--- src/rtl/dot_accum_pkg.sv ---
// Shared types and helpers for the dot-product accumulator.
// Optional feature macro: SATURATE_EN (saturating accumulation + overflow flag).
package dot_accum_pkg;

    // ST_ACC collects products, ST_OUT presents one finished result
    typedef enum logic {
        ST_ACC = 1'b0,
        ST_OUT = 1'b1
    } state_t;

    // Product counter width; a single-product group still needs a 1-bit counter
    function automatic int cnt_width(input int len);
        return (len > 1) ? $clog2(len) : 1;
    endfunction

    localparam int LEN_DEF = 4;
    localparam int CNT_W   = cnt_width(LEN_DEF);

endpackage

--- src/rtl/dot_prod_accum_sat_add.sv ---
// ACC_W-wide adder with carry-out; clamps to all-ones on carry when SATURATE_EN is defined.
module sat_add #(
    parameter int W = 8
) (
    input  logic [W-1:0] a,
    input  logic [W-1:0] b,
    output logic [W-1:0] sum,
    output logic         cout
);

    logic [W:0] full;

    // One extra bit exposes the carry used for clamping and the sticky flag
    always_comb begin
        full = {1'b0, a} + {1'b0, b};
        cout = full[W];
`ifdef SATURATE_EN
        sum  = cout ? '1 : full[W-1:0];
`else
        sum  = full[W-1:0];
`endif
    end

endmodule

--- src/rtl/dot_prod_accum.sv ---
// Sums LEN multiplier products into one dot product, presented on a valid/ready port.
// Optional feature macro: SATURATE_EN (clamp on overflow, sticky dot_ovf per result).
module dot_prod_accum
    import dot_accum_pkg::*;
#(
    parameter int PROD_W = 4,
    parameter int ACC_W  = 8,
    parameter int LEN    = 4
) (
    input  logic              clk,
    input  logic              rst,
    input  logic [PROD_W-1:0] prod_in,
    input  logic              prod_valid,
    output logic              prod_ready,
    output logic [ACC_W-1:0]  dot_out,
    output logic              dot_valid,
    input  logic              dot_ready,
    output logic              dot_ovf
);

    localparam int CW = cnt_width(LEN);

    if (LEN < 1 || ACC_W < PROD_W) begin : g_param_chk
        $error("dot_prod_accum: need LEN >= 1 and ACC_W >= PROD_W");
    end

    state_t          state, state_nxt;
    logic [ACC_W-1:0] acc, sum;
    logic [CW-1:0]    cnt;
    logic             cout;
    logic             in_hs, last;

    assign in_hs = prod_valid && prod_ready;
    assign last  = (cnt == CW'(LEN - 1));

    sat_add #(.W(ACC_W)) u_add (
        .a    (acc),
        .b    (ACC_W'(prod_in)),
        .sum  (sum),
        .cout (cout)
    );

    // State register
    always_ff @(posedge clk) begin
        if (rst) state <= ST_ACC;
        else     state <= state_nxt;
    end

    // Next state: leave ST_ACC on the group's last product, return on result handshake
    always_comb begin
        state_nxt = state;
        case (state)
            ST_ACC: if (in_hs && last) state_nxt = ST_OUT;
            ST_OUT: if (dot_ready)     state_nxt = ST_ACC;
            default:                   state_nxt = ST_ACC;
        endcase
    end

    // Input ready decoded from registered state only, no path from dot_ready
    always_comb begin
        prod_ready = (state == ST_ACC);
    end

    // Accumulator, counter and result register
    always_ff @(posedge clk) begin
        if (rst) begin
            acc       <= '0;
            cnt       <= '0;
            dot_out   <= '0;
            dot_valid <= 1'b0;
        end else begin
            case (state)
                ST_ACC: begin
                    if (in_hs) begin
                        if (last) begin
                            dot_out   <= sum;
                            dot_valid <= 1'b1;
                            acc       <= '0;
                            cnt       <= '0;
                        end else begin
                            acc <= sum;
                            cnt <= cnt + 1'b1;
                        end
                    end
                end
                ST_OUT: if (dot_ready) dot_valid <= 1'b0;
                default: ;
            endcase
        end
    end

`ifdef SATURATE_EN
    logic ovf_grp;

    // Sticky per-group overflow, handed to dot_ovf together with the result
    always_ff @(posedge clk) begin
        if (rst) begin
            ovf_grp <= 1'b0;
            dot_ovf <= 1'b0;
        end else begin
            case (state)
                ST_ACC: begin
                    if (in_hs) begin
                        if (last) begin
                            dot_ovf <= ovf_grp | cout;
                            ovf_grp <= 1'b0;
                        end else begin
                            ovf_grp <= ovf_grp | cout;
                        end
                    end
                end
                ST_OUT: if (dot_ready) dot_ovf <= 1'b0;
                default: ;
            endcase
        end
    end
`else
    logic unused_cout;
    assign unused_cout = cout;
    assign dot_ovf     = 1'b0;
`endif

endmodule

--- config.mk ---
export PLATFORM = sky130hd
export DESIGN_NAME = dot_prod_accum
export DESIGN_NICKNAME = d
export VERILOG_FILES = /design/src/rtl/dot_accum_pkg.sv /design/src/rtl/dot_prod_accum_sat_add.sv /design/src/rtl/dot_prod_accum.sv
export SDC_FILE = /design/constraint.sdc
export NUM_CORES = 1
export LEC_CHECK = 0
export CAP_MARGIN = 25
export CORE_UTILIZATION = 45
export CTS_BUF_LIST = sky130_fd_sc_hd__clkbuf_8
export DETAILED_ROUTE_END_ITERATION = 10
export PLACE_DENSITY = 0.78
export SETUP_SLACK_MARGIN = 0.2
export SLEW_MARGIN = 20
export SYNTH_ARGS = -nofsm -noshare
export SYNTH_HDL_FRONTEND = slang
export SYNTH_HIERARCHICAL = 1
export SYNTH_SLANG_ARGS = --single-unit
--- constraint.sdc ---
create_clock -name clk -period 2.02 [get_ports clk]
set_input_delay 0.404 -clock clk [delete_from_list [all_inputs] [get_ports clk]]
set_output_delay 0.404 -clock clk [all_outputs]
set_load 0.005 [all_outputs]
==> qor.csv <==
metric,value,unit
drive_gt1_share,29.4,%
cts_hold_buffers,0,
drc_errors,0,
status,"complete, no violations",
internal-power,841,µW
drv_cap,0,
clk_latency,0.26,ns
pre_cts_ws,-0.311,ns
grt_pass1_wl,3.95,mm
netlist_area,1160,µm²
grt_start_max_net_pins,21,
grt_use_total,19.8,%
globalplace.congestion,0.872,
grt-ovfl-total,0,
antenna_found_initial,0,
min_period,1.75,ns
power_frac_seq,37.2,%
crit_fanout,2,
reg2reg_slack,0.31,ns
htree_levels,1,
pwr-share-clk,34.7,%
worst-path-buf-inv,1,
num-fill-cells,194,
cts_tree,built,
fmaxAchievable,570,MHz
whs,0.464,ns
dp_cells,185,
cp_top_family,adder cells,
chipWidth,52.8,µm
startpoint_type,primary input,
firstDrtPassIters,4,
post-dp-hpwl,1.69,mm
root_buffer,clkbuf_8,
cts.sinks,20,
ant_nets,0,
crit_arrival,1.95,ns
cp_slowest_stage_delay,0.35,ns
hold_class,reg2reg,
setup_viol,0,
switching_share,28.8,%
cpMaxStageDelayCell,fa_2,
start_util,47.2,%
combPwrFrac,28.1,%
yosysWarnings,6,
peakVddDrop,0.000462,V
cp-end-kind,register,
wl_per_cell,13.9,µm
num_vias,1014,
finClkSkew,0.00132,ns
drt-initial-drc-count,12,
cpMostUsedCell,nor2_1,
final_core_util,64.6,%
num_rows,18,
clk_pin_slew,0.08,ns
wl,2.65,mm
nNetsFinal,180,
clockBufferDepth,2,
final_cells,190,
antennaDiodeCount,0,
synth_area_per_cell,8.79,µm²
top_level_ports,19,
worst_slack,0.266,ns
viasPerCell,5.34,
p_leak,0.000617,µW
port_buffers,17,
rsz0062_at_grt,false,
core_area,2450,µm²
dieHeight,52.8,µm
hold_viol_final,0,
period_share,86.8,%
dieArea,2780,µm²
power_density,745,nW/µm²
cp.required,2.22,ns
switchingPower,340,µW
syn2layout_area_growth,36.7,%
critical_path_class,in2reg,
final_max_slew_viol_count,0,
netlist_instances,132,
crit_chain,"dlygate4sd2_1, ha_2, fa_2, a21oi_2, nor2_1, nor2_1, xnor2_1, nand3b_1, a21oi_1",
grt_pass1_vias,912,
cts_inserted_buffers,3,
==> cells in the final DEF, fill, tap and decap left out, drive strengths merged, types with 2 or more instances in the layout <==
| master | count |
|---|---|
| nand2 | 29 |
| a21oi | 22 |
| dfxtp | 20 |
| clkdlybuf4s50 | 13 |
| ha | 10 |
| nand3b | 9 |
| buf | 9 |
| nor2 | 6 |
| conb | 5 |
| inv | 4 |
| clkbuf | 3 |
| dlygate4sd2 | 3 |
| nor2b | 3 |
| mux2i | 2 |
| a21o | 2 |
| nor3 | 2 |
| xnor2 | 2 |
| a311o | 2 |
| xor2 | 2 |
| nand3 | 2 |
==> through the flow <==
stage                     power, µW  setup TNS (ns)  cell area, µm²
after floorplan                 641               0            1170
after CTS                      1150               0            1540
final                          1180               0            1590
after global routing           1240               0            1590
after detailed placement        716           -1.92            1400
after global placement          706           -1.28            1400
==> worst min-delay path, delay by kind of cell, from the launching register on <==
| family | cells | cell delay (ns) |
|---|---|---|
| compound gates | 1 | 0.05 |
| flops | 1 | 0.32 |
| simple gates | 1 | 0.05 |
==> layer usage <==
metal,vias up,part of all wire [%],GRT usage [%]
li1,505,-,-
met1,481,43,21.9
met2,22,53,35.2
met3,6,2.8,4.06
met4,0,1.7,9.65
met5,-,0,0
==> cell type report <==
type                       count  area (µm²)  share of cell area, %
multi-input combinational    106         825                   52.0
sequential                    20         400                   25.3
timing repair buffer          26         236                   14.9
clock buffer                   3        41.3                   2.60
tap                           30        37.5                   2.37
clock inverter                 1        30.0                   1.89
inverter                       4        15.0                  0.947
==> power groups by stage <==
stage                     logic, µW  clock network [µW]  registers [µW]
after floorplan                 199                   0             442
after global placement          262                   0             444
after detailed placement        271                   0             445
after CTS                       299                 415             438
after global routing            366                 428             443
final                           332                 410             439
==> registers in the layout (all words and copies together), names as in the netlist <==
name / cells
acc: 8
cnt: 2
dot_out: 8
dot_valid: 1
state: 1
==> final timing paths <==
path | start | endpoint | cells past startpoint
max reg2reg | acc[0] | acc[6] | 8
min | acc[7] | acc[7] | 2
min reg2reg | acc[7] | acc[7] | 2
max | prod_in[0] | acc[6] | 9
==> timing repair <==
action,CTS,global route
hold endpoints to repair,0,0
endpoints found under the setup margin,9,4
setup buffers,1,0
pin swaps,10,8
resized for setup,15,8
No activity file was read; power rests on OpenSTA's default activity.
